**config.mk**
```make
export PLATFORM = sky130hd
export DESIGN_NAME = alsu_param
export DESIGN_NICKNAME = d
export VERILOG_FILES = /design/src/rtl/alsu_param.sv
export SDC_FILE = /design/constraint.sdc
export NUM_CORES = 1
export LEC_CHECK = 0
export CORE_UTILIZATION = 47
export CTS_BUF_LIST = sky130_fd_sc_hd__clkbuf_8
export DETAILED_ROUTE_END_ITERATION = 16
export MAX_ROUTING_LAYER = met4
export PLACE_DENSITY = 0.82
export SETUP_SLACK_MARGIN = 0.05
export SKIP_LAST_GASP = 1
export SLEW_MARGIN = 5
export SYNTH_ARGS = -nofsm -noshare
export SYNTH_HDL_FRONTEND = slang
export SYNTH_SLANG_ARGS = --single-unit
```
**constraint.sdc**
```tcl
create_clock -name clk -period 3.72 [get_ports clk]
set_input_delay 0.558 -clock clk [delete_from_list [all_inputs] [get_ports clk]]
set_output_delay 0.558 -clock clk [all_outputs]
set_load 0.01 [all_outputs]
```
**src/rtl/alsu_param.sv**
```systemverilog
// alsu_param: parametrised arithmetic-logic-shift unit with a two-stage pipeline.
// Stage 1 registers every input each cycle. Stage 2 evaluates the registered
// request into out/leds/err when the request was valid.
// Build option: ALSU_LED_BLINK_EN. When defined, each invalid result toggles leds.
// When undefined, an invalid result sets leds to all-ones.
module alsu_param #(
  parameter int WIDTH = 3,
  parameter int LED_W = 16
) (
  input  logic                 clk,
  input  logic                 rst,
  input  logic                 valid_in,
  input  logic [WIDTH-1:0]     A,
  input  logic [WIDTH-1:0]     B,
  input  logic                 cin,
  input  logic                 serial_in,
  input  logic [2:0]           opcode,
  input  logic                 red_op_A,
  input  logic                 red_op_B,
  input  logic                 bypass_A,
  input  logic                 bypass_B,
  input  logic                 direction,
  output logic [2*WIDTH-1:0]   out,
  output logic [LED_W-1:0]     leds,
  output logic                 valid_out,
  output logic                 err
);

  localparam int OUT_W = 2*WIDTH;

  typedef struct packed {
    logic [WIDTH-1:0] a;
    logic [WIDTH-1:0] b;
    logic             cin;
    logic             ser;
    logic [2:0]       op;
    logic             ra;
    logic             rb;
    logic             ba;
    logic             bb;
    logic             dir;
  } req_t;

  req_t             req, s1;
  logic             v1;
  logic [OUT_W-1:0] sa, sb, nxt_out;
  logic [LED_W-1:0] nxt_leds;
  logic             invalid, nxt_err;

  assign req = '{a: A, b: B, cin: cin, ser: serial_in, op: opcode,
                 ra: red_op_A, rb: red_op_B, ba: bypass_A, bb: bypass_B,
                 dir: direction};

  // Stage 1: capture the whole request every cycle, qualified by v1.
  always_ff @(posedge clk) begin
    if (rst) begin
      s1 <= '0;
      v1 <= 1'b0;
    end else begin
      s1 <= req;
      v1 <= valid_in;
    end
  end

  assign sa = {{WIDTH{s1.a[WIDTH-1]}}, s1.a};
  assign sb = {{WIDTH{s1.b[WIDTH-1]}}, s1.b};

  // Opcodes 6/7 are invalid. A reduction is invalid with anything but OR/XOR.
  assign invalid = (s1.op[2] & s1.op[1]) |
                   ((s1.ra | s1.rb) & (s1.op[2:1] != 2'b00));

  // Stage 2 result selection. Bypass outranks the invalid check.
  always_comb begin
    nxt_out = out;
    nxt_err = 1'b0;
    if (s1.ba)
      nxt_out = sa;
    else if (s1.bb)
      nxt_out = sb;
    else if (invalid) begin
      nxt_out = '0;
      nxt_err = 1'b1;
    end else if (s1.ra)
      nxt_out = {{(OUT_W-1){1'b0}}, (s1.op[0] ? ^s1.a : |s1.a)};
    else if (s1.rb)
      nxt_out = {{(OUT_W-1){1'b0}}, (s1.op[0] ? ^s1.b : |s1.b)};
    else begin
      case (s1.op)
        3'd0: nxt_out = sa | sb;
        3'd1: nxt_out = sa ^ sb;
        3'd2: nxt_out = sa + sb + {{(OUT_W-1){1'b0}}, s1.cin};
        // Low OUT_W bits of the product of sign-extended operands equal the signed product.
        3'd3: nxt_out = sa * sb;
        3'd4: nxt_out = s1.dir ? {out[OUT_W-2:0], s1.ser} : {s1.ser, out[OUT_W-1:1]};
        3'd5: nxt_out = s1.dir ? {out[OUT_W-2:0], out[OUT_W-1]} : {out[0], out[OUT_W-1:1]};
        default: nxt_out = out;
      endcase
    end
  end

  // LED pattern for the next result: cleared on good results, flagged on invalid ones.
  always_comb begin
    nxt_leds = '0;
    if (nxt_err) begin
`ifdef ALSU_LED_BLINK_EN
      nxt_leds = ~leds;
`else
      nxt_leds = '1;
`endif
    end
  end

  // Stage 2 register. out and leds hold across bubbles, and err is a one-cycle pulse.
  always_ff @(posedge clk) begin
    if (rst) begin
      out       <= '0;
      leds      <= '0;
      valid_out <= 1'b0;
      err       <= 1'b0;
    end else begin
      valid_out <= v1;
      if (v1) begin
        out  <= nxt_out;
        leds <= nxt_leds;
        err  <= nxt_err;
      end else begin
        err  <= 1'b0;
      end
    end
  end

endmodule
```
Word level (Yosys, flattened, before mapping)

Cells that the tools add are included.

Register bits after elaboration: 41
Bits in latches: 0
Memory bits (writable): 0
Memory bits (read-only): 0
Bits of input ports: 19
Output and inout port bits: 24
Logic and storage cells: 53
Memories kept: 0

Add/sub/neg operators: 2
$mul: 1
Div/mod/pow operators: 0
Magnitude comparators: 0
Equal/unequal tests: 5
Shift-type cells: 0
Multiplexer cells: 14
Bitwise logic cells: 7
Reductions and logical operators: 9

Operators by type and width:

| operator                                                               | number |
|---|---|
| 6-bit two-way mux                                                      | 7 |
| 6-bit case mux with 6 select lines                                     | 1 |
| 16-bit two-way mux                                                     | 1 |
| 11-bit nonzero test                                                    | 1 |
| 3-bit by 2-bit equality test with 1-bit output (second input constant) | 2 |
| 3-bit equality test (second input constant)                            | 2 |
| 3-bit by 3-bit multiplier with 6-bit output                            | 1 |
| 6-bit bitwise OR                                                       | 1 |
| 3-bit OR reduction                                                     | 2 |
| 3-bit parity                                                           | 2 |
| 6-bit bitwise XOR                                                      | 1 |
| 4-bit by 2-bit adder with 5-bit output                                 | 1 |
| 1-bit two-way mux                                                      | 5 |
| 3-bit by 3-bit adder with 4-bit output                                 | 1 |
| 3-bit by 1-bit equality test with 1-bit output (second input constant) | 1 |
| 3-bit zero test                                                        | 1 |
| 1-bit AND                                                              | 2 |
| 1-bit bitwise OR                                                       | 2 |
| 2-bit AND reduction                                                    | 1 |
| 2-bit nonzero test                                                     | 1 |
| 2-bit OR reduction                                                     | 1 |
| 1-bit NOT                                                              | 1 |

Longest topological paths before layout

Gate-level depths: netlist of run 1.

Depth after elaboration: 8
Gate-level depth with buffers: 14
Gate-level depth less buffers: 14

Least setup slack after synthesis of run 1

OpenSTA, ideal clock, no wires.

Kind: register to register
Start point: reg s1[15] (netlist name)
End point: reg out[5]
Library setup time: 0.069 ns
Arrival: 2.798 ns
Data required time: 3.651 ns
Path slack: 0.853 ns
Stages on the path, launching flop included: 13
Buffers on the path: 0
Clock period less this slack: 2.867 ns
Path through: dfxtp_1 nand2_1 fa_1 fa_1 inv_1 ha_1 inv_1 fa_1 xnor2_1 xnor2_1 xnor2_1 o221a_2 o21ai_1

Longest elaborated chain between the ends: 8
Elaborated cells on any way between the ends: 11
Classes of those cells: add/sub (2); mul (1); mux (6); bitwise (2)

Ends and longest elaborated chain:

| item                                   | RTL line | RTL |
|---|---|---|
| start: declaration                     | 44       | `req_t req, s1;` |
| start signal: assignment               | 60       | `s1 <= req;` |
| 3-bit by 3-bit adder with 4-bit output | 91       | `3'd2: nxt_out = sa + sb + {{(OUT_W-1){1'b0}}, s1.cin};` |
| 4-bit by 2-bit adder with 5-bit output | 91       |  |
| 6-bit case mux with 6 select lines     | 88       | `case (s1.op)` |
| 6-bit two-way mux                      | 85       | `else if (s1.rb)` |
| 6-bit two-way mux                      | 83       | `end else if (s1.ra)` |
| 6-bit two-way mux                      | 80       | `else if (invalid) begin` |
| 6-bit two-way mux                      | 78       | `else if (s1.bb)` |
| 6-bit two-way mux *                    | 76       | `if (s1.ba)` |
| end signal: assignment                 | 123      | `out <= nxt_out;` |
| end: declaration                       | 23       | `output logic [2*WIDTH-1:0] out,` |

Mark *: on every way between the ends. The rest lies on a longest branch, timed or not.
A chain may end at the register's enable or synchronous reset.

Final worst setup path of run 1

Same ends and word-level chain as after synthesis.

==> metrics, run 1 <==
# IOs=43; Placer Congestion=0.920; CP max stage cell=fa_1; Seq/Total Area, Yosys=28.2%; initial antenna violation count=0; final hold violations=0; first-pass GRT wire length=6950 um; Total GRT Usage=21.9%; total core area=3720 um2; #FFs+latches synth=26; DRC errors left=0; CP max FO=7; Slew @ Worst Pin=694 ps; clock sinks=26; Hold Path Class=reg -> reg; vias in the first global route=1524; CP startpoint kind=flop; Pre-antenna DRT Iters=7; Inserted Diodes=0; clk buf depth=2; Hold Path Stages=2; dpl cells=286; antenna viol nets, final=0; Routed WL=4110 um; CP cell instances=nand2_1 > fa_1 > fa_1 > inv_1 > ha_1 > inv_1 > fa_1 > xnor2_1 > xnor2_1 > xnor2_1 > o221a_2 > o21ai_1; Final Cycle Share=83.1%; leak pwr=0.886 nW; Die ar.=4180 um2; Vias=1561; R2R cell count=12; CTS tree=done; commonest register cell after synthesis=dfxtp_1; Slew HR=53.7%; Post-CTS Setup Bufs=0; Synth Instances=219; slowest stage delay, CP=530 ps; fin nets=283; total power=0.713 mW; total congestion overflow=0; synthesis-to-finish area growth=21.5%; Clock Tree Root=clkbuf_8; Crit path max-delay family=adder cells; Ys Warns=0; Starting Density=49.7%; Hold Path Origin=out[4]$_SDFFE_PP0P_; Final Critical Period=3090 ps; Slew Limit Fails=0; number of DRC markers in iteration 0=183; VDD IR-drop max=249 uV; Clock Latency Late Sink=280 ps; Crit path arrival time=3300 ps; cell row count=22; P_sw=0.193 mW; outcome=completed; combinational share of power=21.5%; WP data required=3930 ps; Fin Clk Skew=10.4 ps; RSZ-0062 raised after global routing=false; PD cells=318 nW/um2; number of flops mapped to enable cells by yosys=0; setup_tns=0 ps; layout cells sized above 1=4.13%; Reg power frac=45.3%; MaxCap Viol Count=0; chip height=64.7 um; final setup vio count=0; CTS resizes=0; hold_buf cts=0; sw frac=27.1%; P_int=0.520 mW; Setup CP Type=reg -> reg; Routed WL per cell=14.2 um; total CTS buffers=3; Mean Syn Cell Area=8.43 um2; Post-Syn Area=1850 um2; WHS Endpoint=out[4]$_SDFFE_PP0P_; DP Wirelength=3100 um; Via-to-Cell Ratio=5.38; worst r2r src=s1[15]$_SDFF_PP0_; I/O Buffers=42; Max Fclk=324 MHz; CP startpoint=s1[15]$_SDFF_PP0_; chip width=64.7 um; H-tree levels=1; Mapped Nets=259; CP endpoint kind=flop; Min Hold Slack=564 ps; flop2flop setup slack=630 ps; RR Endpoint=out[5]$_SDFFE_PP0P_; count of cell types in the netlist=41; Worst-path clk slew=100 ps; Finished Layout Cells=290; Clk network pwr share=33.2%; crit path buf inv count=2; largest net degree at the start of global routing=24; Synth async-reset ratio=0%
## through the flow
step	util, %	setup slack [ps]	instance area, um2
after CTS	60.4	614	2240
after global routing	60.4	407	2240
after floorplan	-	853	1850
final	60.4	629	2240
after global placement	58.5	785	2170
after detailed placement	58.5	654	2170
## cells in the mapped netlist, types with 2 or more instances
cell	number	share of area, %
a31oi_1	3	1.0
a211oi_1	3	1.2
xnor2_1	4	1.9
nor3_1	2	0.54
nor2b_1	18	6.1
mux2i_1	5	2.7
fa_1	7	7.6
o21ai_1	3	0.81
buf_4	16	6.5
o211ai_1	4	1.6
nand3_1	2	0.54
nor3_2	2	1.1
a21oi_1	16	4.3
nand2b_1	4	1.4
inv_1	23	4.7
ha_1	14	9.5
o21ai_0	14	3.8
nor2_1	12	2.4
a221oi_1	2	0.95
nand2_1	13	2.6
dfxtp_1	26	28
buf_2	3	0.81
clkbuf_1	4	0.81
o221ai_1	2	0.95
## sequential cells by signal (all words and copies together) (netlist names)
register / count
valid_out: 1
err: 1
out: 6
v1: 1
s1: 16
leds: 1
## cell families after synthesis
| group | Yosys count | share of synthesized area, % |
|---|---|---|
| AO/OA/AOI/OAI | 56 | 19.3 |
| adder cells (fa/ha/maj) | 21 | 17.1 |
| AND/OR/NAND/NOR | 57 | 16.1 |
| multiplexers | 6 | 3.32 |
| buffers and inverters | 48 | 13.6 |
| flip-flops | 26 | 28.2 |
| XOR/XNOR | 5 | 2.37 |
## cell usage in the layout (no fill, tap or decap), drive strengths merged, types with 2 or more instances in the layout
cell type | netlist | final
nor3 | 4 | 4
o221ai | 2 | 2
a211oi | 3 | 3
nand2b | 4 | 4
a221oi | 2 | 2
a31oi | 3 | 3
clkbuf | 4 | 3
clkdlybuf4s50 | 0 | 42
nor2 | 12 | 12
ha | 14 | 14
o211ai | 4 | 4
a21oi | 16 | 16
xnor2 | 4 | 4
inv | 24 | 24
nor2b | 18 | 18
nand3 | 2 | 2
o21ai | 17 | 17
mux2i | 5 | 5
fa | 7 | 7
nand2 | 13 | 13
dfxtp | 26 | 26
## final cells by class
class	count	area, um2
clock buffer	3	41.3
clock inverter	1	30.0
fill	341	1470
inverter	24	90.1
multi-input combinational	145	1070
sequential	26	520
tap	48	60.1
timing repair buffer	43	428
## worst reg2reg max path, stage by stage (launching register included)
cell	delay, ps
dfxtp_1	450
nand2_1	180
fa_1	530
fa_1	410
inv_1	60
ha_1	130
inv_1	50
fa_1	390
xnor2_1	180
xnor2_1	160
xnor2_1	90
o221a_2	260
o21ai_1	140
## power groups by stage
stage	logic (mW)	registers, mW	clock network, mW
floorplan	0.105	0.317	0
global placement	0.149	0.327	0
detailed placement	0.152	0.329	0
CTS	0.154	0.322	0.239
global route	0.170	0.327	0.248
finish	0.153	0.323	0.237
## how the worst max path moves through the flow
stage,to,slack [ps],cells after the start
after detailed placement,out[5]$_SDFFE_PP0P_,650,12
final,out[5]$_SDFFE_PP0P_,630,12
after CTS,out[5]$_SDFFE_PP0P_,610,12
after global routing,out[5]$_SDFFE_PP0P_,410,12
after global placement,out[5]$_SDFFE_PP0P_,780,12
after floorplan,out[5]$_SDFFE_PP0P_,850,12
## routing by layer
| metal | wire length (um) | vias up | global-route usage [%] |
|---|---|---|---|
| li1 | - | 773 | - |
| met1 | 1770 | 721 | 26.8 |
| met2 | 2050 | 57 | 36.3 |
| met3 | 228 | 10 | 4.58 |
| met4 | 67 | 0 | 6.39 |
| met5 | 0 | - | - |
No activity file was read; power rests on OpenSTA's default activity.
==> inputs of run 2 (changes only) <==
==> constraint.sdc (replaced) <==
create_clock -name clk -period 2.9 [get_ports clk]
set_input_delay 0.435 -clock clk [delete_from_list [all_inputs] [get_ports clk]]
set_output_delay 0.435 -clock clk [all_outputs]
set_load 0.01 [all_outputs]
==> run 2 against run 1 <==
Total power up 30%. Design area rose by 6.8%. Clock skew is 8.0 ps lower. Clock power increased by 25%. Via count up 2.9%. Global-route usage down 0.80 points. Sequential cell count stayed put. Sequential power grew 27%. Count of clock-buffer cells in the layout is the same. Largest cell class unchanged.
==> metrics, run 2 (synthesized netlist as in run 1, its figures left out) <==
DRC errors left=0; worst r2r src=s1[14]$_SDFF_PP0_; Final Critical Period=2810 ps; biggest registers after layout=s1: 16 flops, out: 6 flops; vias in the first global route=1492; Die ar.=4180 um2; first-pass GRT wire length=6580 um; Total GRT Usage=21.1%; layout cells sized above 1=15.4%; final hold violations=0; WHS Endpoint=out[3]$_SDFFE_PP0P_; Inserted Diodes=0; RSZ-0062 raised after global routing=true; chip width=64.7 um; Clock Latency Late Sink=270 ps; outcome=completed; Min Hold Slack=564 ps; Placer Congestion=0.898; fin nets=295; Routed WL per cell=13.5 um; Via-to-Cell Ratio=5.32; CP endpoint kind=flop; clock sinks=26; chip height=64.7 um; slowest stage delay, CP=470 ps; CP startpoint kind=flop; CP cell instances=buf_4 > inv_2 > nand2_2 > fa_1 > inv_1 > ha_4 > ha_1 > inv_1 > fa_2 > xnor2_2 > xnor2_1 > xnor2_1 > o221a_2 > o21ai_2; most frequent cells in the layout=clkdlybuf4s50_1 (42), dfxtp_1 (22), inv_1 (21); CTS tree=done; Worst-path clk slew=90 ps; PD cells=387 nW/um2; Max Fclk=356 MHz; Slew HR=53.4%; Starting Density=49.7%; commonest non-fill, non-tap cell in the layout=clkdlybuf4s50_1; CP max FO=3; Setup CP Type=reg -> reg; CP max stage cell=fa_1; leak pwr=0.952 nW; WP data required=3100 ps; setup_tns=0 ps; Clock Tree Root=clkbuf_8; Pre-antenna DRT Iters=5; cell row count=22; I/O Buffers=42; flop2flop setup slack=90 ps; Fin Clk Skew=2.38 ps; R2R cell count=14; synthesis-to-finish area growth=29.8%; number of DRC markers in iteration 0=69; # IOs=43; number of flip-flops in the largest register=16; total CTS buffers=3; DP Wirelength=3090 um; Hold Path Origin=out[3]$_SDFFE_PP0P_; clk buf depth=2; VDD IR-drop max=190 uV; total congestion overflow=0; crit path buf inv count=4; Crit path arrival time=3010 ps; Slew Limit Fails=0; initial antenna violation count=0; Slew @ Worst Pin=698 ps; RR Endpoint=out[5]$_SDFFE_PP0P_; Hold Path Class=reg -> reg; largest net degree at the start of global routing=23; H-tree levels=1; register name with the most flops=s1; Crit path max-delay family=adder cells; MaxCap Viol Count=0; total core area=3720 um2; Vias=1606; antenna viol nets, final=0; final setup vio count=0; Hold Path Stages=2; Routed WL=4080 um; Final Cycle Share=96.8%
==> run 2: timing repair <==
| action | CTS | global route |
|---|---|---|
| buffers inserted | 0 | 2 |
| hold endpoints to repair | 0 | 0 |
| hold buffers | 0 | 0 |
| pin swaps | 8 | 5 |
| gates resized for setup | 9 | 8 |
| endpoints found under the setup margin | 1 | 1 |
==> run 2: final cells by class <==
cell class | instances | area (um2)
clock buffers | 3 | 41.3
clock inverters | 1 | 30.0
fillers | 315 | 1320
inverters | 24 | 93.8
multi-input cells | 145 | 1130
flip-flops and latches | 26 | 526
well taps | 48 | 60.1
repair buffers | 55 | 518
==> run 2: how the worst max path moves through the flow <==
stage | start | end | slack [ps] | depth (start not counted)
2_1_floorplan | s1[15]$_SDFF_PP0_ | out[5]$_SDFFE_PP0P_ | 70 | 12
3_3_place_gp | s1[11]$_SDFF_PP0_ | out[5]$_SDFFE_PP0P_ | 70 | 13
3_5_place_dp | s1[11]$_SDFF_PP0_ | out[5]$_SDFFE_PP0P_ | -20 | 13
4_1_cts | s1[11]$_SDFF_PP0_ | out[5]$_SDFFE_PP0P_ | 50 | 13
5_1_grt | s1[14]$_SDFF_PP0_ | out[5]$_SDFFE_PP0P_ | -10 | 14
6_report | s1[14]$_SDFF_PP0_ | out[5]$_SDFFE_PP0P_ | 90 | 14
==> run 2: where the power goes <==
| part | internal (mW) | leakage (nW) | switching, mW | total [mW] |
|---|---|---|---|---|
| Sequential | 0.378 | 0.217 | 0.0329 | 0.411 |
| Clock | 0.185 | 0.0357 | 0.112 | 0.297 |
| Combinational | 0.118 | 0.700 | 0.101 | 0.220 |
==> run 2: tightest hold or removal path: stages, from the launching register on <==
cell,delay [ps]
dfxtp_1,340
o21ai_0,140
a21oi_1,40
==> run 2: routing by layer <==
metal,wire [um],global-route usage [%],share of wire [%]
met3,214,3.17,5.2
met5,0,-,0
met4,47,7.22,1.2
met1,1710,24.4,42
met2,2110,37.1,52
==> run 2: per-stage QoR <==
| step | power, mW | instances | cell area, um2 | utilization, % | setup WS (ps) |
|---|---|---|---|---|---|
| floorplan | 0.541 | 219 | 1850 | - | 67.7 |
| global placement | 0.620 | 296 | 2250 | 60.6 | 74.5 |
| detailed placement | 0.626 | 296 | 2250 | 60.6 | -20.6 |
| CTS | 0.927 | 300 | 2350 | 63.3 | 52.3 |
| global route | 0.979 | 302 | 2400 | 64.5 | -12.1 |
| finish | 0.927 | 302 | 2400 | 64.5 | 92.5 |
==> inputs of run 3 (changes only) <==
--- a/config.mk
+++ b/config.mk
@@ -5,6 +5,7 @@
 export SDC_FILE = /design/constraint.sdc
 export NUM_CORES = 1
 export LEC_CHECK = 0
+export CAP_MARGIN = 25
 export CORE_UTILIZATION = 47
 export CTS_BUF_LIST = sky130_fd_sc_hd__clkbuf_8
 export DETAILED_ROUTE_END_ITERATION = 16
==> constraint.sdc (replaced) <==
create_clock -name clk -period 2.6 [get_ports clk]
set_input_delay 0.39 -clock clk [delete_from_list [all_inputs] [get_ports clk]]
set_output_delay 0.39 -clock clk [all_outputs]
set_load 0.01 [all_outputs]
==> run 3 against run 2 <==
The flow now finishes with violations (negative setup slack). Sequential cell count stayed put. Hold slack better by 7.8 ps. Count of clock-buffer cells in the layout stayed put. Design area is 0.37% higher. Maximum frequency is 0.31% lower. Global-route usage is 0.58 points higher. Routed wire length is 2.8% higher. Largest cell class unchanged. Highest routed layer unchanged.
==> metrics, run 3 (synthesized netlist as in run 1, its figures left out) <==
number of DRC markers in iteration 0=125; Placer Congestion=0.910; Total GRT Usage=21.7%; RR Endpoint=out[5]$_SDFFE_PP0P_; biggest registers after layout=s1: 16 flops, out: 6 flops; outcome=finished, violations left; initial antenna violation count=0; total power=1.05 mW; chip height=64.7 um; R2R cell count=13; antenna viol nets, final=0; dpl cells=299; Vias=1639; CP startpoint kind=flop; Crit path arrival time=3040 ps; WP data required=2820 ps; chip width=64.7 um; most frequent cells in the layout=clkdlybuf4s50_1 (42), dfxtp_1 (20), inv_1 (19); clock sinks=26; cell row count=22; total CTS buffers=3; Starting Density=49.7%; largest net degree at the start of global routing=23; Slew Limit Fails=0; Slew @ Worst Pin=692 ps; total core area=3720 um2; worst r2r src=s1[14]$_SDFF_PP0_; Slew HR=53.8%; Routed WL per cell=13.9 um; I/O Buffers=42; clk buf depth=2; sw frac=27.4%; combinational share of power=23.7%; Setup CP Type=reg -> reg; number of flip-flops in the largest register=16; Clk network pwr share=32.6%; Final Cycle Share=108%; Routed WL=4200 um; first-pass GRT wire length=6760 um; Post-CTS Setup Bufs=0; Reg power frac=43.7%; Final Critical Period=2820 ps; layout cells sized above 1=16.5%; Max Fclk=355 MHz; CP max FO=3; PD cells=436 nW/um2; Worst-path clk slew=100 ps; final hold violations=0; final setup vio count=1; VDD IR-drop max=345 uV; RSZ-0062 raised after global routing=true; leak pwr=0.957 nW; fin nets=296; Via-to-Cell Ratio=5.41; Finished Layout Cells=303; Hold Path Stages=2; flop2flop setup slack=-220 ps; final-layout fill cell count=324; DRC errors left=0; synthesis-to-finish area growth=30.3%; P_sw=0.287 mW; total congestion overflow=0; Hold Path Class=reg -> reg; Clock Latency Late Sink=280 ps; H-tree levels=1; WHS Endpoint=out[2]$_SDFFE_PP0P_; setup_tns=-216 ps; # IOs=43; commonest non-fill, non-tap cell in the layout=clkdlybuf4s50_1; register name with the most flops=s1; CP endpoint kind=flop; pre-CTS setup slack=-272 ps; DP Wirelength=3210 um; P_int=0.761 mW; Fin Clk Skew=10.6 ps; failing checks=negative setup slack; Inserted Diodes=0; MaxCap Viol Count=0; CTS tree=done; vias in the first global route=1524; Hold Path Origin=out[2]$_SDFFE_PP0P_; CP startpoint=s1[14]$_SDFF_PP0_; Clock Tree Root=clkbuf_8; Die ar.=4180 um2; Pre-antenna DRT Iters=4; fin worst setup slack=-216 ps; hold_buf cts=0
-- run 3: cell count changes in the layout (fill, tap and decap cells not counted), moves of 2 or more --
| cell | before | now |
|---|---|---|
| nor2_1 | 10 | 12 |
| nand2_2 | 3 | 1 |
| nor2_2 | 2 | 0 |
| inv_2 | 2 | 5 |
| inv_1 | 21 | 19 |
| dfxtp_1 | 22 | 20 |
| nand2_1 | 10 | 12 |
-- run 3: cell type report --
cell class | count | area, um2 | area share, %
Sequential cell | 26 | 531 | 22.0
Tap cell | 48 | 60.1 | 2.50
Multi-Input combinational cell | 145 | 1130 | 46.9
Timing Repair Buffer | 56 | 526 | 21.8
Clock buffer | 3 | 41.3 | 1.72
Inverter | 24 | 90.1 | 3.74
Clock inverter | 1 | 30.0 | 1.25
-- run 3: through the flow --
| stage | hold slack, ps | util (%) | instance area, um2 |
|---|---|---|---|
| floorplan | 481 | - | 1880 |
| detailed placement | 565 | 62.1 | 2310 |
| CTS | 574 | 64.0 | 2380 |
| global placement | 553 | 62.1 | 2310 |
| finish | 572 | 64.7 | 2410 |
| global route | 606 | 64.7 | 2410 |
-- run 3: how the worst max path moves through the flow --
stage | to | slack (ps) | depth (start not counted)
after floorplan | out[5]$_SDFFE_PP0P_ | -100 | 13
after global placement | out[5]$_SDFFE_PP0P_ | -140 | 13
after detailed placement | out[5]$_SDFFE_PP0P_ | -270 | 13
after CTS | out[5]$_SDFFE_PP0P_ | -230 | 13
after global routing | out[5]$_SDFFE_PP0P_ | -350 | 13
final | out[5]$_SDFFE_PP0P_ | -220 | 13
-- run 3: layer usage --
metal / up-vias / track usage (%) / part of all wire, %
li1: 797 / - / -
met1: 740 / 24.5 / 39
met2: 86 / 37.4 / 51
met3: 16 / 4.23 / 7.1
met4: 0 / 8.89 / 3.2
met5: - / - / 0
-- run 3: power by group through the flow --
stage	Combinational (mW)	Clock (mW)	Sequential (mW)
finish	0.248	0.342	0.459
global route	0.274	0.362	0.463
CTS	0.240	0.344	0.458
detailed placement	0.238	0	0.467
global placement	0.230	0	0.466
floorplan	0.152	0	0.455
-- run 3: repair_timing --
item	4_1_cts	5_1_grt
setup endpoints to repair	2	2
pin swaps	4	3
cloned	0	0
gates resized for setup	1	8
-- run 3: worst max-delay path: stages (launching register included) --
cell,delay (ps)
dfxtp_4,390
ha_4,140
inv_2,30
fa_1,460
fa_2,360
inv_2,80
ha_4,120
inv_2,30
fa_2,350
xnor2_2,150
xnor2_1,180
xnor2_1,80
o221a_2,280
o21ai_2,110
